`src/rtl/reg_bus_master.sv`:
```
// Register-file command sequencer: buffers host read/write requests in a FIFO
// and issues them one at a time on the WRITE/READ strobe bus.
`timescale 1ns/1ps
module reg_bus_master #(
  parameter int ADDR_W     = 3,
  parameter int DATA_W     = 2,
  parameter int FIFO_DEPTH = 4,
  parameter int RD_LAT     = 0
) (
  input  logic              CLK,
  input  logic              RST,
  input  logic              REQ_VALID,
  output logic              REQ_READY,
  input  logic              REQ_WR,
  input  logic [ADDR_W-1:0] REQ_ADDR,
  input  logic [DATA_W-1:0] REQ_DATA,
  output logic              RSP_VALID,
  input  logic              RSP_READY,
  output logic [DATA_W-1:0] RSP_DATA,
  output logic              WRITE,
  output logic              READ,
  output logic [ADDR_W-1:0] ADDR,
  output logic [DATA_W-1:0] WRITE_DATA,
  input  logic [DATA_W-1:0] READ_DATA,
  output logic              BUSY
);

  localparam int PW = $clog2(FIFO_DEPTH);
  localparam int EW = 1 + ADDR_W + DATA_W;
  localparam int CW = (RD_LAT > 0) ? $clog2(RD_LAT + 1) : 1;

  typedef enum logic [1:0] {IDLE, ISSUE, WAIT, RESP} state_t;

  state_t        state;
  logic [EW-1:0] fifo [FIFO_DEPTH];
  logic [PW:0]   wr_ptr;
  logic [PW:0]   rd_ptr;
  logic [EW-1:0] head;
  logic [CW-1:0] cnt;
  logic          full;
  logic          empty;
  logic          push;

  // Pointers carry an extra wrap bit so full and empty are distinguishable.
  assign empty = (wr_ptr == rd_ptr);
  assign full  = (wr_ptr[PW] != rd_ptr[PW]) &&
                 (wr_ptr[PW-1:0] == rd_ptr[PW-1:0]);

  assign REQ_READY = !full && !RST;
  assign push      = REQ_VALID && REQ_READY;
  assign head      = fifo[rd_ptr[PW-1:0]];
  assign BUSY      = !empty || (state != IDLE);

  always_ff @(posedge CLK) begin
    if (push)
      fifo[wr_ptr[PW-1:0]] <= {REQ_WR, REQ_ADDR, REQ_DATA};
  end

  always_ff @(posedge CLK or posedge RST) begin
    if (RST)
      wr_ptr <= '0;
    else if (push)
      wr_ptr <= wr_ptr + (PW+1)'(1);
  end

  always_ff @(posedge CLK or posedge RST) begin
    if (RST) begin
      state      <= IDLE;
      rd_ptr     <= '0;
      cnt        <= '0;
      WRITE      <= 1'b0;
      READ       <= 1'b0;
      ADDR       <= '0;
      WRITE_DATA <= '0;
      RSP_VALID  <= 1'b0;
      RSP_DATA   <= '0;
    end else begin
      WRITE <= 1'b0;
      READ  <= 1'b0;
      unique case (state)
        IDLE: begin
          if (!empty) begin
            rd_ptr <= rd_ptr + (PW+1)'(1);
            ADDR   <= head[DATA_W +: ADDR_W];
            if (head[EW-1]) begin
              WRITE      <= 1'b1;
              WRITE_DATA <= head[DATA_W-1:0];
            end else begin
              READ <= 1'b1;
            end
            state <= ISSUE;
          end
        end
        ISSUE: begin
          if (READ) begin
            if (RD_LAT == 0) begin
              RSP_DATA  <= READ_DATA;
              RSP_VALID <= 1'b1;
              state     <= RESP;
            end else begin
              cnt   <= CW'(RD_LAT);
              state <= WAIT;
            end
          end else begin
            state <= IDLE;
          end
        end
        WAIT: begin
          cnt <= cnt - CW'(1);
          if (cnt == CW'(1)) begin
            RSP_DATA  <= READ_DATA;
            RSP_VALID <= 1'b1;
            state     <= RESP;
          end
        end
        RESP: begin
          if (RSP_READY) begin
            RSP_VALID <= 1'b0;
            state     <= IDLE;
          end
        end
        default: state <= IDLE;
      endcase
    end
  end

endmodule

```
`config.mk`:
```
export PLATFORM = sky130hd
export DESIGN_NAME = reg_bus_master
export DESIGN_NICKNAME = d
export VERILOG_FILES = /design/src/rtl/reg_bus_master.sv
export SDC_FILE = /design/constraint.sdc
export NUM_CORES = 1
export LEC_CHECK = 0
export CORE_MARGIN = 10
export CORE_UTILIZATION = 35
export DETAILED_ROUTE_END_ITERATION = 8
export PLACE_DENSITY = 0.64
export SLEW_MARGIN = 20
export SYNTH_ARGS = -nofsm -noshare
export SYNTH_HDL_FRONTEND = slang
export SYNTH_SLANG_ARGS = --single-unit
```
`constraint.sdc`:
```
create_clock -name CLK -period 4.6 [get_ports CLK]
set_input_delay 1.15 -clock CLK [delete_from_list [all_inputs] [get_ports CLK]]
set_output_delay 1.15 -clock CLK [all_outputs]
set_load 0.02 [all_outputs]
```
==> flow_metrics.env, run 1 <==
export IMPL_status="finished clean"
export IMPL_grt_total_usage=0.0816
export IMPL_critical_path_max_stage_delay_ns=0.61
export IMPL_row_count=27
export IMPL_cts_root_buf="clkbuf_8"
export IMPL_die_width_um=94.5
export IMPL_path_max_fanout=3
export IMPL_grt_pass1_vias=1145
export IMPL_post_cts_setup_buffers=0
export IMPL_final_cells=213
export IMPL_die_y_um=94.5
export IMPL_drt_iter0_markers=40
export IMPL_setup_viol=0
export IMPL_netlist_top_cells_area="edfxtp_1 (37%), dfrtp_1 (25%), mux4_1 (6.8%)"
export IMPL_required_ns=3.45
export IMPL_drc=0
export IMPL_yosysUniqueCellTypes=36
export IMPL_relSlewSlack=0.473
export IMPL_setup_ws_ns=1.14
export IMPL_pin_count=24
export IMPL_crit_top_cell="clkdlybuf4s50_1"
export IMPL_crit_chain="clkdlybuf4s50_1 -> nor2_1 -> clkdlybuf4s50_1"
export IMPL_overflow=0
export IMPL_synth_area_um2=1940
export IMPL_numClockSinks=43
export IMPL_netlist_area_leader_share=0.371
export IMPL_crit_buf_inv=2
export IMPL_worstSetupStartpointType="input pin"
export IMPL_clock_skew_ns=0.00366
export IMPL_cts_tree="yes"
export IMPL_nNetsFinal=157
export IMPL_gp_congestion=0.679
export IMPL_mostFrequentLayoutCell="edfxtp_1"
export IMPL_fmax_mhz=289
export IMPL_ys_seq_area_frac=0.616
export IMPL_synth_largest_area_cell="edfxtp_1"
export IMPL_cts_buffers=5
export IMPL_cts_resized=0
export IMPL_async_reset_ff_frac=0.442
export IMPL_ant_nets=0
export IMPL_period_minus_slack_ns=3.46
export IMPL_yosys_most_used_dff="edfxtp_1"
export IMPL_area_growth_pct=21.0
export IMPL_critPathKind="in -> out"
export IMPL_wl_mm=3.42
export IMPL_vias=1021
export IMPL_htreeDepth=2
export IMPL_grt_max_degree=20
export IMPL_cts_reportedPaths_clkPinSlew_ns=0.08
export IMPL_num_antenna_cells=0
export IMPL_min_path_type="reg -> reg"
export IMPL_holdBufCountCts=0
export IMPL_core_area_um2=5440
export IMPL_start_util=0.357
export IMPL_grt_pass1_wl_mm=5.62
export IMPL_cap_violations=0
export IMPL_synth_edf_count=24
export IMPL_maxSlewViolCount=0
export IMPL_layout_drive_gt1_share=0.156
export IMPL_viasPerCell=4.79
export IMPL_ir_drop_uv=297
export IMPL_critPathCaptureType="output port"
export IMPL_synth_seq_cells=43
export IMPL_crit_slowest_cell="clkdlybuf4s50_1"
export IMPL_drtPass1Iterations=4
export IMPL_place_ws_ns=1.13
export IMPL_final_period_utilization=0.751
export IMPL_insertion_delay_ns=0.29
export IMPL_die_area_um2=8920
export IMPL_ys_warn_count=0
export IMPL_powerDensity_nw_per_um2=684
export IMPL_syn_area_per_cell_um2=17.0
export IMPL_layout_common_cells="edfxtp_1 (24), clkdlybuf4s50_1 (23), dfrtp_1 (19)"
export IMPL_worst_slew_pin_slew_ns=0.789
export IMPL_io_buffers=23
export IMPL_place_hpwl_mm=2.42
export IMPL_setup_tns_ns=0
export IMPL_hold_violations=0
export IMPL_synth_nets=131
export IMPL_leakagePower_nw=0.898
export IMPL_clockBufferDepth=2
export IMPL_grt_setup_unrepaired="false"
export IMPL_cp_top_family="buffers and inverters"
export IMPL_wl_per_cell_um=16.0
export IMPL_crit_arrival_ns=2.31
export IMPL_antenna_found_initial=0
export IMPL_syn_inst=114
export IMPL_post_place_cells=205
[routing by layer]
metal  global-route usage  up-vias  share of wire
met2                0.142       20           0.52
li1                     -      486              -
met5                    0        -              0
met4               0.0187        0         0.0038
met1               0.0890      513           0.41
met3               0.0365        2          0.064
[path summary, 6_finish.rpt]
path / from / end / slack (ns) / depth (start not counted)
setup / recovery: RST / REQ_READY / 1.14 / 3
hold / removal: RSP_DATA[0]$_DFFE_PP0P_ / RSP_DATA[0]$_DFFE_PP0P_ / 0.51 / 1
setup reg to reg: rd_ptr[0]$_DFFE_PP0P_ / fifo[2][1]$_DFFE_PP_ / 2.57 / 3
hold reg to reg: RSP_DATA[0]$_DFFE_PP0P_ / RSP_DATA[0]$_DFFE_PP0P_ / 0.51 / 1
max in group asynchronous: RST / ADDR[0]$_DFFE_PP0P_ / 2.75 / 2
min in group asynchronous: RST / wr_ptr[2]$_DFFE_PP0P_ / 1.36 / 2
[registers in the layout, indices dropped and copies added (netlist names), 2 cells and up]
signal and flops:
state 2, RSP_DATA 2, WRITE_DATA 2, fifo 24, rd_ptr 3, wr_ptr 3
ADDR 3
[layout make-up]
class                           instances  area, µm²
Clock buffer                            5       68.8
Clock inverter                          3       47.5
Fill cell                             493       3090
Inverter                                6       22.5
Multi-Input combinational cell         61        692
Sequential cell                        43       1200
Tap cell                               72       90.1
Timing Repair Buffer                   23        230
[cells in the mapped netlist, drive strengths merged (3+ instances only)]
| master | n |
|---|---|
| a21oi | 4 |
| and2 | 3 |
| dfrtp | 19 |
| edfxtp | 24 |
| ha | 5 |
| inv | 6 |
| mux2 | 8 |
| mux4 | 6 |
| nand2b | 4 |
| xnor2 | 4 |
| xor2 | 5 |
[through the flow]
step / hold WS [ns] / area (µm²) / power, mW / util
global route: 0.525 / 2350 / 1.72 / 0.432
floorplan: 0.495 / 1940 / 1.14 / -
CTS: 0.515 / 2350 / 1.63 / 0.432
detailed placement: 0.496 / 2230 / 1.33 / 0.410
finish: 0.511 / 2350 / 1.61 / 0.432
global placement: 0.492 / 2230 / 1.30 / 0.410
[report_power, final]
| group | internal (mW) | leakage, nW | switching, mW |
|---|---|---|---|
| sequential | 0.519 | 0.442 | 0.139 |
| combinational | 0.342 | 0.398 | 0.308 |
| clock | 0.165 | 0.0587 | 0.133 |
| total | 1.03 | 0.898 | 0.579 |
[cell families after synthesis]
logic type	after synthesis	synth area share
adder cells (fa/ha/maj)	5	0.0322
flip-flops	43	0.616
buffers and inverters	10	0.0271
AND/OR/NAND/NOR	16	0.0477
multiplexers	15	0.142
XOR/XNOR	9	0.0600
AO/OA/AOI/OAI	16	0.0742
No activity file was read; power rests on OpenSTA's default activity.
==> run 2, diff against run 1 <==
==> constraint.sdc (replaced) <==
create_clock -name CLK -period 3.5 [get_ports CLK]
set_input_delay 0.875 -clock CLK [delete_from_list [all_inputs] [get_ports CLK]]
set_output_delay 0.875 -clock CLK [all_outputs]
set_load 0.02 [all_outputs]
==> flow_metrics.env, run 2 (synthesized netlist as in run 1, its figures left out) <==
export IMPL_htreeDepth=2
export IMPL_grt_total_usage=0.0781
export IMPL_place_hpwl_mm=2.37
export IMPL_worstSetupStartpointType="register"
export IMPL_start_util=0.357
export IMPL_powerDensity_nw_per_um2=872
export IMPL_clock_skew_ns=0.00529
export IMPL_relSlewSlack=0.491
export IMPL_critPathCaptureType="output port"
export IMPL_n_fill_cell=475
export IMPL_critPathKind="reg -> out"
export IMPL_maxSlewViolCount=0
export IMPL_min_path_type="reg -> reg"
export IMPL_wl_mm=3.32
export IMPL_clockBufferDepth=2
export IMPL_setup_viol=0
export IMPL_setup_ws_ns=0.524
export IMPL_numClockSinks=43
export IMPL_post_route_util=0.426
export IMPL_leakagePower_nw=0.881
export IMPL_ant_nets=0
export IMPL_antenna_found_initial=0
export IMPL_insertion_delay_ns=0.29
export IMPL_drtPass1Iterations=4
export IMPL_mostFrequentLayoutCell="edfxtp_1"
export IMPL_setup_tns_ns=0
export IMPL_required_ns=2.62
export IMPL_die_y_um=94.5
export IMPL_hold_violations=0
export IMPL_final_cells=213
export IMPL_num_antenna_cells=0
export IMPL_post_cts_setup_buffers=0
export IMPL_crit_arrival_ns=2.10
export IMPL_drt_iter0_markers=42
export IMPL_die_area_um2=8920
export IMPL_gp_congestion=0.682
export IMPL_cap_violations=0
export IMPL_area_growth_pct=19.3
export IMPL_worst_r2r_cell_count=3
export IMPL_worst_slew_pin_slew_ns=0.762
export IMPL_viasPerCell=4.75
export IMPL_overflow=0
export IMPL_cts_tree="yes"
export IMPL_core_area_um2=5440
export IMPL_period_minus_slack_ns=2.98
export IMPL_die_width_um=94.5
export IMPL_cts_root_buf="clkbuf_8"
export IMPL_row_count=27
export IMPL_grt_setup_unrepaired="false"
export IMPL_io_buffers=23
export IMPL_nNetsFinal=157
export IMPL_largest_reg_flops=24
export IMPL_path_max_fanout=9
export IMPL_status="finished clean"
export IMPL_wl_per_cell_um=15.6
export IMPL_cts_reportedPaths_clkPinSlew_ns=0.07
export IMPL_holdBufCountCts=0
export IMPL_cts_buffers=5
export IMPL_layout_drive_gt1_share=0.149
export IMPL_pin_count=24
export IMPL_drc=0
export IMPL_hold_path_depth=1
export IMPL_post_place_cells=205
export IMPL_grt_pass1_wl_mm=5.32
export IMPL_ir_drop_uv=406
export IMPL_grt_max_degree=20
export IMPL_layout_common_cells="edfxtp_1 (24), clkdlybuf4s50_1 (23), dfrtp_1 (19)"
export IMPL_final_period_utilization=0.850
export IMPL_cts_resized=0
export IMPL_fmax_mhz=336
export IMPL_vias=1012
export IMPL_place_ws_ns=0.572
export IMPL_grt_pass1_vias=1071
## run 2: layout make-up
class,count,area [µm²],share of cell area
multi-input combinational,61,692,0.299
sequential,43,1200,0.516
tap,72,90.1,0.0389
clock buffer,6,72.6,0.0313
inverter,6,22.5,0.00972
timing repair buffer,23,230,0.0994
clock inverter,2,12.5,0.00540
## run 2: worst max-delay path, stage by stage, from the launching register on
cell	delay [ns]
dfrtp_1	0.70
xor2_4	0.33
nor3_1	0.09
nor2_1	0.09
clkdlybuf4s50_1	0.61
## run 2: routing by layer
layer,global-route usage,part of all wire,wire length [µm]
met5,0,0,0
met4,0.0187,0.0036,12
met3,0.0397,0.075,248
met2,0.132,0.49,1630
met1,0.0863,0.43,1430
## run 2: final timing paths
kind	startpoint	endpoint	slack, ns
min in group asynchronous	RST	wr_ptr[2]$_DFFE_PP0P_	1.08
max in group asynchronous	RST	RSP_DATA[0]$_DFFE_PP0P_	1.94
min reg2reg	RSP_DATA[0]$_DFFE_PP0P_	RSP_DATA[0]$_DFFE_PP0P_	0.51
min	RSP_DATA[0]$_DFFE_PP0P_	RSP_DATA[0]$_DFFE_PP0P_	0.51
max reg2reg	rd_ptr[0]$_DFFE_PP0P_	fifo[2][5]$_DFFE_PP_	1.48
max	rd_ptr[0]$_DFFE_PP0P_	REQ_READY	0.52
## run 2: where the power goes
| group | internal [mW] | leakage, nW | switching (mW) |
|---|---|---|---|
| sequential | 0.683 | 0.442 | 0.180 |
| clock | 0.139 | 0.0412 | 0.160 |
| combinational | 0.450 | 0.398 | 0.406 |
| total | 1.27 | 0.881 | 0.747 |
## run 2: through the flow
stage | power (mW) | hold WS (ns) | instance area [µm²]
2_1_floorplan | 1.50 | 0.495 | 1940
3_3_place_gp | 1.71 | 0.492 | 2230
3_5_place_dp | 1.74 | 0.496 | 2230
6_report | 2.02 | 0.510 | 2320
4_1_cts | 2.04 | 0.514 | 2320
5_1_grt | 2.15 | 0.524 | 2320
